### config.mk
export PLATFORM = sky130hd
export DESIGN_NAME = mem_port_arbiter
export DESIGN_NICKNAME = d
export VERILOG_FILES = /design/src/rtl/mem_port_arbiter.sv
export SDC_FILE = /design/constraint.sdc
export NUM_CORES = 1
export LEC_CHECK = 0
export CAP_MARGIN = 10
export CORE_MARGIN = 10
export CORE_UTILIZATION = 30
export CTS_CLUSTER_DIAMETER = 60
export DETAILED_ROUTE_END_ITERATION = 16
export HOLD_SLACK_MARGIN = 0.06
export PLACE_DENSITY = 0.77
export SETUP_SLACK_MARGIN = 0.3
export SLEW_MARGIN = 20
export SYNTH_ARGS = -nofsm -noshare
export SYNTH_HDL_FRONTEND = slang
export SYNTH_SLANG_ARGS = --single-unit
### constraint.sdc
create_clock -name clk -period 1.84 [get_ports clk]
set_input_delay 0.276 -clock clk [delete_from_list [all_inputs] [get_ports clk]]
set_output_delay 0.276 -clock clk [all_outputs]
set_load 0.02 [all_outputs]
### src/rtl/mem_port_arbiter.sv
// rtl/mem_port_arbiter.sv - shares one data-cache port between load issue and committed-store drain
// Optional starvation guard: define MEM_ARB_STARVE_EN.
module mem_port_arbiter #(
  parameter int LDQ_ENTRIES  = 16,
  parameter int SDQ_ENTRIES  = 16,
  parameter int ST_PRESSURE  = 4,
  parameter int STARVE_LIMIT = 8,
  localparam int LIW = $clog2(LDQ_ENTRIES),
  localparam int SIW = $clog2(SDQ_ENTRIES),
  localparam int CW  = $clog2(SDQ_ENTRIES) + 1
) (
  input  logic           clk,
  input  logic           rst,
  input  logic           flush,
  input  logic           ld_req_vld,
  output logic           ld_req_rdy,
  input  logic [LIW-1:0] ld_req_idx,
  input  logic [31:0]    ld_req_addr,
  input  logic           st_req_vld,
  output logic           st_req_rdy,
  input  logic [SIW-1:0] st_req_idx,
  input  logic [31:0]    st_req_addr,
  input  logic [31:0]    st_req_data,
  input  logic [3:0]     st_req_mask,
  input  logic [CW-1:0]  st_pending_cnt,
  output logic           mem_req_vld,
  input  logic           mem_req_rdy,
  output logic           mem_req_we,
  output logic [31:0]    mem_req_addr,
  output logic [31:0]    mem_req_wdata,
  output logic [3:0]     mem_req_mask,
  input  logic           mem_resp_vld,
  input  logic [31:0]    mem_resp_rdata,
  output logic           ld_resp_vld,
  output logic [LIW-1:0] ld_resp_idx,
  output logic [31:0]    ld_resp_data,
  output logic           st_done_vld,
  output logic [SIW-1:0] st_done_idx,
  output logic           busy
);

  typedef enum logic [1:0] {
    S_IDLE = 2'd0,
    S_REQ  = 2'd1,
    S_WAIT = 2'd2
  } state_t;

  state_t         state_q, state_d;
  logic           side_q, side_d;
  logic [LIW-1:0] ld_idx_q, ld_idx_d;
  logic [SIW-1:0] st_idx_q, st_idx_d;
  logic [31:0]    addr_q, addr_d;
  logic [31:0]    wdata_q, wdata_d;
  logic [3:0]     mask_q, mask_d;
  logic           kill_q, kill_d;
  logic           ld_resp_vld_q, ld_resp_vld_d;
  logic [LIW-1:0] ld_resp_idx_q, ld_resp_idx_d;
  logic [31:0]    ld_resp_data_q, ld_resp_data_d;
  logic           st_done_vld_q, st_done_vld_d;
  logic [SIW-1:0] st_done_idx_q, st_done_idx_d;

  logic idle;
  logic ld_cand;
  logic st_press;
  logic grant_st;
  logic ld_acc;
  logic st_acc;

  assign idle     = (state_q == S_IDLE);
  // A flushed load is not a candidate, so a waiting store can still take the port.
  assign ld_cand  = ld_req_vld & ~flush;
  assign st_press = (32'(st_pending_cnt) >= ST_PRESSURE);

`ifdef MEM_ARB_STARVE_EN
  localparam int SCW = $clog2(STARVE_LIMIT + 1);
  localparam logic [SCW-1:0] STARVE_MAX = SCW'(STARVE_LIMIT);

  logic [SCW-1:0] ld_starve_q, ld_starve_d;
  logic [SCW-1:0] st_starve_q, st_starve_d;

  always_comb begin
    ld_starve_d = ld_starve_q;
    st_starve_d = st_starve_q;
    if (idle) begin
      if (ld_acc)                                  ld_starve_d = '0;
      else if (ld_cand && ld_starve_q != STARVE_MAX) ld_starve_d = ld_starve_q + SCW'(1);
      if (st_acc)                                  st_starve_d = '0;
      else if (st_req_vld && st_starve_q != STARVE_MAX) st_starve_d = st_starve_q + SCW'(1);
    end
  end

  always_ff @(posedge clk or negedge rst) begin
    if (!rst) begin
      ld_starve_q <= '0;
      st_starve_q <= '0;
    end else begin
      ld_starve_q <= ld_starve_d;
      st_starve_q <= st_starve_d;
    end
  end
`endif

  always_comb begin
    grant_st = 1'b0;
    if (st_req_vld && !ld_cand) begin
      grant_st = 1'b1;
    end else if (st_req_vld && ld_cand) begin
`ifdef MEM_ARB_STARVE_EN
      if (st_starve_q == STARVE_MAX)      grant_st = 1'b1;
      else if (ld_starve_q == STARVE_MAX) grant_st = 1'b0;
      else                                grant_st = st_press;
`else
      grant_st = st_press;
`endif
    end
  end

  // Gated by rst so both ready lines read 0 while reset is held.
  assign ld_req_rdy = rst & idle & ~grant_st & ~flush;
  assign st_req_rdy = rst & idle & grant_st;
  assign ld_acc     = ld_req_vld & ld_req_rdy;
  assign st_acc     = st_req_vld & st_req_rdy;

  always_comb begin
    state_d        = state_q;
    side_d         = side_q;
    ld_idx_d       = ld_idx_q;
    st_idx_d       = st_idx_q;
    addr_d         = addr_q;
    wdata_d        = wdata_q;
    mask_d         = mask_q;
    kill_d         = kill_q;
    ld_resp_vld_d  = 1'b0;
    ld_resp_idx_d  = ld_resp_idx_q;
    ld_resp_data_d = ld_resp_data_q;
    st_done_vld_d  = 1'b0;
    st_done_idx_d  = st_done_idx_q;
    unique case (state_q)
      S_IDLE: begin
        kill_d = 1'b0;
        if (st_acc) begin
          state_d  = S_REQ;
          side_d   = 1'b1;
          st_idx_d = st_req_idx;
          addr_d   = st_req_addr;
          wdata_d  = st_req_data;
          mask_d   = st_req_mask;
        end else if (ld_acc) begin
          state_d  = S_REQ;
          side_d   = 1'b0;
          ld_idx_d = ld_req_idx;
          addr_d   = ld_req_addr;
          wdata_d  = '0;
          mask_d   = '0;
        end
      end
      S_REQ: begin
        if (flush && !side_q) kill_d = 1'b1;
        if (mem_req_rdy) state_d = S_WAIT;
      end
      S_WAIT: begin
        if (flush && !side_q) kill_d = 1'b1;
        if (mem_resp_vld) begin
          state_d = S_IDLE;
          if (side_q) begin
            st_done_vld_d = 1'b1;
            st_done_idx_d = st_idx_q;
          end else if (!kill_q && !flush) begin
            ld_resp_vld_d  = 1'b1;
            ld_resp_idx_d  = ld_idx_q;
            ld_resp_data_d = mem_resp_rdata;
          end
        end
      end
      default: state_d = S_IDLE;
    endcase
  end

  always_ff @(posedge clk or negedge rst) begin
    if (!rst) begin
      state_q        <= S_IDLE;
      side_q         <= 1'b0;
      ld_idx_q       <= '0;
      st_idx_q       <= '0;
      addr_q         <= '0;
      wdata_q        <= '0;
      mask_q         <= '0;
      kill_q         <= 1'b0;
      ld_resp_vld_q  <= 1'b0;
      ld_resp_idx_q  <= '0;
      ld_resp_data_q <= '0;
      st_done_vld_q  <= 1'b0;
      st_done_idx_q  <= '0;
    end else begin
      state_q        <= state_d;
      side_q         <= side_d;
      ld_idx_q       <= ld_idx_d;
      st_idx_q       <= st_idx_d;
      addr_q         <= addr_d;
      wdata_q        <= wdata_d;
      mask_q         <= mask_d;
      kill_q         <= kill_d;
      ld_resp_vld_q  <= ld_resp_vld_d;
      ld_resp_idx_q  <= ld_resp_idx_d;
      ld_resp_data_q <= ld_resp_data_d;
      st_done_vld_q  <= st_done_vld_d;
      st_done_idx_q  <= st_done_idx_d;
    end
  end

  assign mem_req_vld   = (state_q == S_REQ);
  assign mem_req_we    = side_q;
  assign mem_req_addr  = addr_q;
  assign mem_req_wdata = wdata_q;
  assign mem_req_mask  = mask_q;
  assign ld_resp_vld   = ld_resp_vld_q;
  assign ld_resp_idx   = ld_resp_idx_q;
  assign ld_resp_data  = ld_resp_data_q;
  assign st_done_vld   = st_done_vld_q;
  assign st_done_idx   = st_done_idx_q;
  assign busy          = (state_q != S_IDLE);

endmodule

==> impl_summary.txt, run 1 <==
----------------------------------------------------
[Global routing]
  Global route hottest layer ... met2
  Global-route wire length before repair ... 32.1 mm
  Met3 usage in global routing ... 7.77%
  Number of global-route vias before repair ... 5393
  Maximum number of pins on one net before global-route repair ... 83
  GR Overflow Total ... 0
  Number of antenna violations at the first check in global routing ... 0
  Met2 Usage GRT ... 32.8%
  Total GRT Usage ... 19.1%
  Met1 track utilization from global routing ... 20.2%

[Final layout]
  Fraction of layout cells with a size suffix above 1 ... 30.8%
  Number of antenna repair diodes ... 0
  Area overhead of the layout relative to synthesis ... 104%
  Final net count ... 889
  Post-route cell area ... 9910 µm²
  End-of-flow core utilization ... 62.4%

[STA]
  Final period utilization ... 111%
  Final WS setup ... -0.204 ns
  Relative slew slack ... 49.3%
  Highest clock frequency the design can meet ... 489 MHz
  Clock period minus final worst setup slack ... 2.04 ns
  Min Hold Slack ... 0.0870 ns
  Final-report max-slew violation count ... 0
  Count of endpoints failing hold in the final timing report ... 0
  Setup Skew ... 0.00885 ns
  Slew @ Worst Pin ... 0.760 ns
  Final setup fails ... 91
  Setup repair after global routing missed its margin ... yes

[Critical path]
  Cell repeated most along the worst path ... sky130_fd_sc_hd__buf_6
  R2r startpoint ... state_q[1]$_DFFE_PN0P_
  Longest individual stage delay on the worst path ... 0.37 ns
  Data required time of the worst path ... 2.13 ns
  Top delay family on crit path ... buffers and inverters
  Endpoint of the worst register-to-register path ... mem_req_addr[5]$_DFFE_PN0P_
  Worst Path Buf+Inv ... 8
  Cell type of the slowest stage on the worst timing path ... sky130_fd_sc_hd__dfrtp_1
  Kind of start point of the critical path ... flip-flop
  Crit Path Category ... reg2reg
  Series of cell instances along the critical path ... inv_2 -> ha_4 -> buf_6 -> and2_4 -> o211ai_4 -> inv_2 -> buf_6 -> buf_6 -> buf_12 -> buf_12 -> buf_16 -> a21oi_2 -> a21oi_1
  Register-to-register path setup slack ... -0.20 ns
  Depth of the worst register-to-register path ... 13
  Crit path capture type ... flip-flop
  Peak fanout along the critical path ... 8
  Worst EP arrival ... 2.33 ns

[Yosys]
  Top post-synthesis cells by count ... sky130_fd_sc_hd__dfrtp_1 (122), sky130_fd_sc_hd__a21oi_1 (64), sky130_fd_sc_hd__nand2_1 (48), sky130_fd_sc_hd__mux2_2 (45), sky130_fd_sc_hd__a22o_1 (36)
  Distinct cell type count after synthesis ... 29
  Register area share after synthesis ... 62.8%
  Most numerous cell in the Yosys netlist ... sky130_fd_sc_hd__dfrtp_1
  Number of storage elements in the synthesis netlist ... 122
  Portion of synthesized cell area occupied by the leading cell type ... 62.8%
  Post-Syn Area per Cell ... 12.2 µm²
  Syn nets ... 555
  Top flip-flop cell by instance count after synthesis ... sky130_fd_sc_hd__dfrtp_1
  Post-synthesis cell area ... 4860 µm²
  Number of enable flip-flop cells after synthesis ... 0
  Synthesis warning total ... 0
  Cells after synthesis ... 399
  Top area cells in the synthesized netlist ... sky130_fd_sc_hd__dfrtp_1 (63%), sky130_fd_sc_hd__mux2_2 (10%), sky130_fd_sc_hd__a21oi_1 (6.6%)
  Cell taking the most area after synthesis ... sky130_fd_sc_hd__dfrtp_1
  Fraction of registers with async set/reset ... 100%

[CTS]
  Clock buffer count from CTS ... 17
  Clock Sink Count ... 122
  Maximum level of the CTS H-tree ... 4
  TritonCTS clock tree ... built
  Latest clock arrival within the worst-skew pair ... 0.42 ns
  Maximum clock insertion buffer count ... 2
  CTS root buf ... sky130_fd_sc_hd__clkbuf_16
  Post-CTS clock slew at the launch and capture registers of the worst setup and hold paths ... 0.06 ns

[Drt]
  DRC errors left ... 0
  Routed wirelength normalized by instance count ... 22.1 µm
  Post-DR vias/cell ... 4.85
  Number of optimization iterations in the first detailed-route pass ... 4
  Total via count in the routed design ... 4669
  Antenna-violating nets left ... 0
  Total wire length after detailed routing ... 21.3 mm
  Violation count after the first detailed-routing iteration ... 195

[Job]
  Max-capacitance violation count ... 0

[Run status]
  Run status ... complete, but fails checks
  Violated checks ... negative setup slack

[Floorplanning]
  Initial core utilization ... 30.6%
  IO Pins ... 267
  Vert. Die Dim ... 147 µm
  Cell row count ... 46
  Die Span X ... 147 µm
  Die area ... 21700 µm²
  Core area ... 15900 µm²

[Worst hold path]
  Class of the worst hold path ... in2async

[Place]
  Gp weighted congestion ... 0.828
  Number of buffers added on ports ... 264
  Placed cell area ... 8010 µm²
  Half-perimeter wire length after placement ... 13.6 mm

[Power and ir drop]
  Power consumption ... 15.0 mW
  Worst ir drop on vdd ... 0.796 mV
  Clock group share of total power ... 22.1%
  Switching power ... 5.67 mW
  Combinational Power Share ... 47.4%
  Power density cells ... 1510 nW/µm²
  Sw Share ... 37.8%
  Sequential Power Share ... 30.6%
  Cell internal pwr ... 9.34 mW
  Static leakage ... 4.63 nW

----------------------------------------------------
## per-stage QoR
stage	setup slack [ns]	setup TNS [ns]	cells
6_report	-0.204	-6.80	962
5_1_grt	-0.301	-15.53	962
4_1_cts	-0.146	-5.24	955
3_5_place_dp	-0.610	-26.63	879
3_3_place_gp	-0.608	-22.75	879
2_1_floorplan	0.0507	0	399
## how the worst max path moves through the flow
stage / startpoint / end / slack [ns] / depth (start not counted)
2_1_floorplan: state_q[0]$_DFFE_PN0P_ / ld_resp_data[10]$_DFFE_PN0P_ / 0.05 / 6
3_3_place_gp: st_pending_cnt[3] / ld_req_rdy / -0.61 / 5
3_5_place_dp: st_pending_cnt[3] / ld_req_rdy / -0.61 / 5
4_1_cts: state_q[1]$_DFFE_PN0P_ / st_req_rdy / -0.15 / 8
5_1_grt: state_q[1]$_DFFE_PN0P_ / mem_req_addr[5]$_DFFE_PN0P_ / -0.30 / 13
6_report: state_q[1]$_DFFE_PN0P_ / mem_req_addr[5]$_DFFE_PN0P_ / -0.20 / 13
## cells by family after synthesis
family,Yosys count,share of synthesized area [%]
fa+ha+maj,4,1.03
compound gates,108,14.4
flops,122,62.8
mux,46,10.7
buf+inv,31,3.43
simple gates,88,7.62
## power by group through the flow
stage	logic, mW	registers, mW	clock network (mW)
2_1_floorplan	1.84	5.85	0
3_3_place_gp	6.48	4.55	0
3_5_place_dp	6.60	4.61	0
4_1_cts	6.78	4.56	3.36
5_1_grt	7.58	4.73	3.51
6_report	7.11	4.59	3.31
## repair_timing
item / 4_1_cts / 5_1_grt
hold buffers: 1 / 0
pin swaps: 75 / 33
endpoints found under the hold margin: 40 / 0
setup buffers: 27 / 5
gates cloned: 16 / 2
endpoints found under the setup margin: 230 / 125
gates resized for setup: 236 / 41
## final cells by class
class	count	area, µm²
Inverter	7	28.8
Sequential cell	122	3050
Multi-Input combinational cell	246	2220
Fill cell	1202	5970
Clock buffer	18	439
Clock inverter	14	146
Timing Repair Buffer	339	3750
Tap cell	216	270
## flip-flops by register name, indices dropped and copies added, names as in the netlist
name / count
state_q: 2
st_done_idx: 4
mem_req_mask: 4
ld_idx_q: 4
mem_req_wdata: 32
mem_req_we: 1
st_idx_q: 4
ld_resp_idx: 4
mem_req_addr: 32
ld_resp_data: 32
ld_resp_vld: 1
kill_q: 1
st_done_vld: 1
## per-layer routing
metal | wire length (µm) | part of all wire (%)
met1 | 7960 | 37
met2 | 10700 | 50
met3 | 2000 | 9.4
met4 | 580 | 2.7
met5 | 0 | 0
## cells in the final DEF, fill, tap and decap left out, types with 2 or more instances in the layout
| cell | n |
|---|---|
| sky130_fd_sc_hd__a22o_1 | 36 |
| sky130_fd_sc_hd__buf_8 | 2 |
| sky130_fd_sc_hd__inv_6 | 3 |
| sky130_fd_sc_hd__a21oi_1 | 14 |
| sky130_fd_sc_hd__nor2_1 | 32 |
| sky130_fd_sc_hd__a21oi_4 | 18 |
| sky130_fd_sc_hd__bufinv_16 | 2 |
| sky130_fd_sc_hd__mux2_4 | 37 |
| sky130_fd_sc_hd__clkinv_2 | 3 |
| sky130_fd_sc_hd__clkdlybuf4s50_1 | 145 |
| sky130_fd_sc_hd__inv_2 | 3 |
| sky130_fd_sc_hd__buf_12 | 19 |
| sky130_fd_sc_hd__buf_6 | 18 |
| sky130_fd_sc_hd__buf_4 | 21 |
| sky130_fd_sc_hd__nand2_2 | 3 |
| sky130_fd_sc_hd__o21ai_0 | 2 |
| sky130_fd_sc_hd__clkinvlp_4 | 6 |
| sky130_fd_sc_hd__mux2_2 | 9 |
| sky130_fd_sc_hd__inv_1 | 3 |
| sky130_fd_sc_hd__nand2_1 | 40 |
| sky130_fd_sc_hd__clkbuf_16 | 19 |
| sky130_fd_sc_hd__dlygate4sd2_1 | 112 |
| sky130_fd_sc_hd__buf_16 | 17 |
| sky130_fd_sc_hd__dfrtp_1 | 122 |
| sky130_fd_sc_hd__a21oi_2 | 32 |
| sky130_fd_sc_hd__nand2_4 | 5 |
| sky130_fd_sc_hd__ha_4 | 3 |
Note: power is estimated with default switching activity, not from simulation.
==> inputs of run 2 (changes only) <==
--- a/config.mk
+++ b/config.mk
@@ -5,13 +5,14 @@
 export SDC_FILE = /design/constraint.sdc
 export NUM_CORES = 1
 export LEC_CHECK = 0
-export CAP_MARGIN = 10
-export CORE_MARGIN = 10
+export ABC_AREA = 1
+export CAP_MARGIN = 25
+export CORE_MARGIN = 1.5
 export CORE_UTILIZATION = 30
 export CTS_CLUSTER_DIAMETER = 60
 export DETAILED_ROUTE_END_ITERATION = 16
 export HOLD_SLACK_MARGIN = 0.06
-export PLACE_DENSITY = 0.77
+export PLACE_DENSITY = 0.76
 export SETUP_SLACK_MARGIN = 0.3
 export SLEW_MARGIN = 20
 export SYNTH_ARGS = -nofsm -noshare
==> run 2 against run 1 <==
The run now ends clean. Core utilization shrank 7.8 points. Sequential power fell by 2%. Routed wire length is 14% lower. Critical endpoint is now st_req_rdy. Synthesized cell count is 62% higher. Largest power group unchanged. Worst setup slack improved by 0.30 ns. First-iteration DRC count increased by 17%. Critical path type is now reg2out.
==> impl_summary.txt, run 2 <==
----------------------------------------------------
[CTS]
  Maximum clock insertion buffer count ... 2
  Post-CTS clock slew at the launch and capture registers of the worst setup and hold paths ... 0.06 ns
  Latest clock arrival within the worst-skew pair ... 0.40 ns
  CTS root buf ... sky130_fd_sc_hd__clkbuf_16
  Maximum level of the CTS H-tree ... 4
  Clock buffer count from CTS ... 17
  Clock Sink Count ... 122
  TritonCTS clock tree ... built

[Yosys]
  Number of storage elements in the synthesis netlist ... 122
  Cells after synthesis ... 647
  Portion of synthesized cell area occupied by the leading cell type ... 58.3%
  Post-Syn Area per Cell ... 8.10 µm²
  Synthesis warning total ... 0
  Top flip-flop cell by instance count after synthesis ... sky130_fd_sc_hd__dfrtp_1
  Number of enable flip-flop cells after synthesis ... 0
  Syn nets ... 803
  Distinct cell type count after synthesis ... 17
  Top post-synthesis cells by count ... sky130_fd_sc_hd__nand2_1 (367), sky130_fd_sc_hd__dfrtp_1 (122), sky130_fd_sc_hd__nand3_1 (72), sky130_fd_sc_hd__buf_2 (20), sky130_fd_sc_hd__inv_1 (18)
  Fraction of registers with async set/reset ... 100%
  Register area share after synthesis ... 58.3%
  Cell taking the most area after synthesis ... sky130_fd_sc_hd__dfrtp_1
  Most numerous cell in the Yosys netlist ... sky130_fd_sc_hd__nand2_1
  Top area cells in the synthesized netlist ... sky130_fd_sc_hd__dfrtp_1 (58%), sky130_fd_sc_hd__nand2_1 (26%), sky130_fd_sc_hd__nand3_1 (6.9%)
  Post-synthesis cell area ... 5240 µm²

[Floorplanning]
  IO Pins ... 267
  Initial core utilization ... 30.5%
  Core area ... 17200 µm²
  Vert. Die Dim ... 135 µm
  Die area ... 18300 µm²
  Die Span X ... 135 µm
  Cell row count ... 48

[Critical path]
  Crit path capture type ... output pin
  Data required time of the worst path ... 1.56 ns
  Peak fanout along the critical path ... 2
  Cell type of the slowest stage on the worst timing path ... sky130_fd_sc_hd__dfrtp_1
  Cell repeated most along the worst path ... sky130_fd_sc_hd__inv_4
  Kind of start point of the critical path ... flip-flop
  Worst EP arrival ... 1.47 ns
  Crit Path Category ... reg2out
  Longest individual stage delay on the worst path ... 0.40 ns
  Top delay family on crit path ... flip-flops
  Worst Path Buf+Inv ... 4
  Series of cell instances along the critical path ... inv_2 -> ha_4 -> nand2_4 -> inv_4 -> nand3_4 -> inv_4 -> buf_6

[Final layout]
  Fraction of layout cells with a size suffix above 1 ... 13.6%
  End-of-flow core utilization ... 54.6%
  Area overhead of the layout relative to synthesis ... 79.1%
  Commonest cells after routing, fill and taps aside ... sky130_fd_sc_hd__nand2_1 (341), sky130_fd_sc_hd__clkdlybuf4s50_1 (148), sky130_fd_sc_hd__dfrtp_1 (122), sky130_fd_sc_hd__dlygate4sd2_1 (111), sky130_fd_sc_hd__nand3_1 (71)
  Number of standard cells in the final layout excluding fillers ... 1180
  Leading cell type in the layout, fill and taps excluded ... sky130_fd_sc_hd__nand2_1
  Number of antenna repair diodes ... 0
  Final net count ... 1098

[Place]
  Gp weighted congestion ... 0.764
  Half-perimeter wire length after placement ... 11.2 mm
  Number of buffers added on ports ... 264
  # placed instances ... 1123

[STA]
  Slew @ Worst Pin ... 0.703 ns
  Final period utilization ... 95.0%
  Relative slew slack ... 53.1%
  Setup Skew ... 0.00837 ns
  Highest clock frequency the design can meet ... 572 MHz
  Clock period minus final worst setup slack ... 1.75 ns
  Setup repair after global routing missed its margin ... yes
  Count of endpoints failing hold in the final timing report ... 0
  Min Hold Slack ... 0.404 ns
  Final setup fails ... 0
  Final-report max-slew violation count ... 0
  Summed negative setup slack over all endpoints ... 0 ns

[Global routing]
  Total GRT Usage ... 18.5%
  Number of antenna violations at the first check in global routing ... 0
  Number of global-route vias before repair ... 5026
  Global-route wire length before repair ... 26.1 mm
  Maximum number of pins on one net before global-route repair ... 123
  GR Overflow Total ... 0

[Drt]
  Total wire length after detailed routing ... 18.3 mm
  Post-DR vias/cell ... 4.51
  Total via count in the routed design ... 5325
  Number of optimization iterations in the first detailed-route pass ... 5
  Routed wirelength normalized by instance count ... 15.5 µm
  DRC errors left ... 0
  Violation count after the first detailed-routing iteration ... 228
  Antenna-violating nets left ... 0

[Power and ir drop]
  Static leakage ... 5.03 nW
  Clock group share of total power ... 24.4%
  Combinational Power Share ... 43.2%
  Switching power ... 5.29 mW
  Power density cells ... 1480 nW/µm²
  Sequential Power Share ... 32.4%
  Power consumption ... 13.9 mW
  Cell internal pwr ... 8.61 mW
  Worst ir drop on vdd ... 0.674 mV
  Sw Share ... 38.0%

[Job]
  Max-capacitance violation count ... 0

[Run status]
  Run status ... finished, final reports clean

[Worst hold path]
  Class of the worst hold path ... in2reg

----------------------------------------------------
run 2: changes by cell type after synthesis, moves of 10 or more:
cell / previous run / this run
sky130_fd_sc_hd__mux2_2: 45 / 0
sky130_fd_sc_hd__a21oi_1: 64 / 0
sky130_fd_sc_hd__nand2_1: 48 / 367
sky130_fd_sc_hd__a22o_1: 36 / 0
sky130_fd_sc_hd__inv_1: 6 / 18
sky130_fd_sc_hd__nor2_1: 32 / 9
sky130_fd_sc_hd__nand3_1: 1 / 72
sky130_fd_sc_hd__buf_2: 10 / 20
run 2: worst reg2reg max path, stage by stage (launching register included):
cell and delay (ns):
sky130_fd_sc_hd__dfrtp_1 0.40, sky130_fd_sc_hd__inv_2 0.09, sky130_fd_sc_hd__ha_4 0.15, sky130_fd_sc_hd__nand2_4 0.07
sky130_fd_sc_hd__nor2_1 0.17, sky130_fd_sc_hd__nand3_4 0.21, sky130_fd_sc_hd__bufbuf_16 0.36, sky130_fd_sc_hd__nand3_1 0.08
sky130_fd_sc_hd__nand2_1 0.05
run 2: repair_timing:
item                       CTS  global route
hold endpoints to repair     8             0
buffers inserted             4             6
hold buffers                 1             0
cloned                       4            10
pin swaps                    5            10
setup endpoints to repair  196           123
resized for setup          156            49
run 2: routing by layer:
layer | vias up | GRT usage, % | routed length (µm)
li1 | 2603 | - | -
met1 | 2486 | 22.4 | 7420
met2 | 210 | 30.2 | 8980
met3 | 26 | 7.11 | 1510
met4 | 0 | 6.21 | 379
met5 | - | 0 | 0
run 2: area by class of cell:
| type | count | area [µm²] |
|---|---|---|
| fillers | 1573 | 7790 |
| repair buffers | 313 | 3250 |
| flip-flops and latches | 122 | 3050 |
| multi-input cells | 468 | 2090 |
| clock buffers | 22 | 464 |
| well taps | 225 | 282 |
| clock inverters | 10 | 140 |
| inverters | 20 | 97.6 |
run 2: power by group through the flow:
stage | registers (mW) | logic (mW) | clock network (mW)
finish | 4.50 | 6.00 | 3.39
floorplan | 5.86 | 1.69 | 0
global route | 4.65 | 6.54 | 3.61
detailed placement | 4.54 | 6.30 | 0
global placement | 4.50 | 6.21 | 0
CTS | 4.47 | 5.77 | 3.48
run 2: path summary, 6_finish.rpt:
| path | startpoint | end | slack (ns) | depth (start not counted) |
|---|---|---|---|---|
| worst min-delay path | st_req_data[17] | mem_req_wdata[17]$_DFFE_PN0P_ | 0.40 | 3 |
| min in group asynchronous | rst | mem_req_mask[1]$_DFFE_PN0P_ | 0.60 | 3 |
| worst max register to register | state_q[0]$_DFFE_PN0P_ | mem_req_wdata[20]$_DFFE_PN0P_ | 0.16 | 8 |
| worst min register to register | st_done_idx[1]$_DFFE_PN0P_ | st_done_idx[1]$_DFFE_PN0P_ | 0.46 | 2 |
| max in group asynchronous | rst | st_idx_q[3]$_DFFE_PN0P_ | 0.68 | 3 |
| worst max-delay path | state_q[0]$_DFFE_PN0P_ | st_req_rdy | 0.09 | 7 |
run 2: stage by stage:
step           worst slack (ns)  cell area (µm²)
3_3_place_gp             -0.324             8260
3_5_place_dp             -0.338             8260
4_1_cts                  0.0767             8960
5_1_grt                 0.00588             9390
2_1_floorplan             0.314             5250
6_report                 0.0929             9390
run 2: kinds of logic (layout without fill, tap and decap cells):
logic type | count (synthesis) | in the layout | synth area share, %
AOI/OAI and AO/OA | 12 | 12 | 1.39
buffers and inverters | 57 | 365 | 4.92
and+or+nand+nor | 452 | 452 | 34.5
adders and majority gates | 4 | 4 | 0.955
DFF | 122 | 122 | 58.3
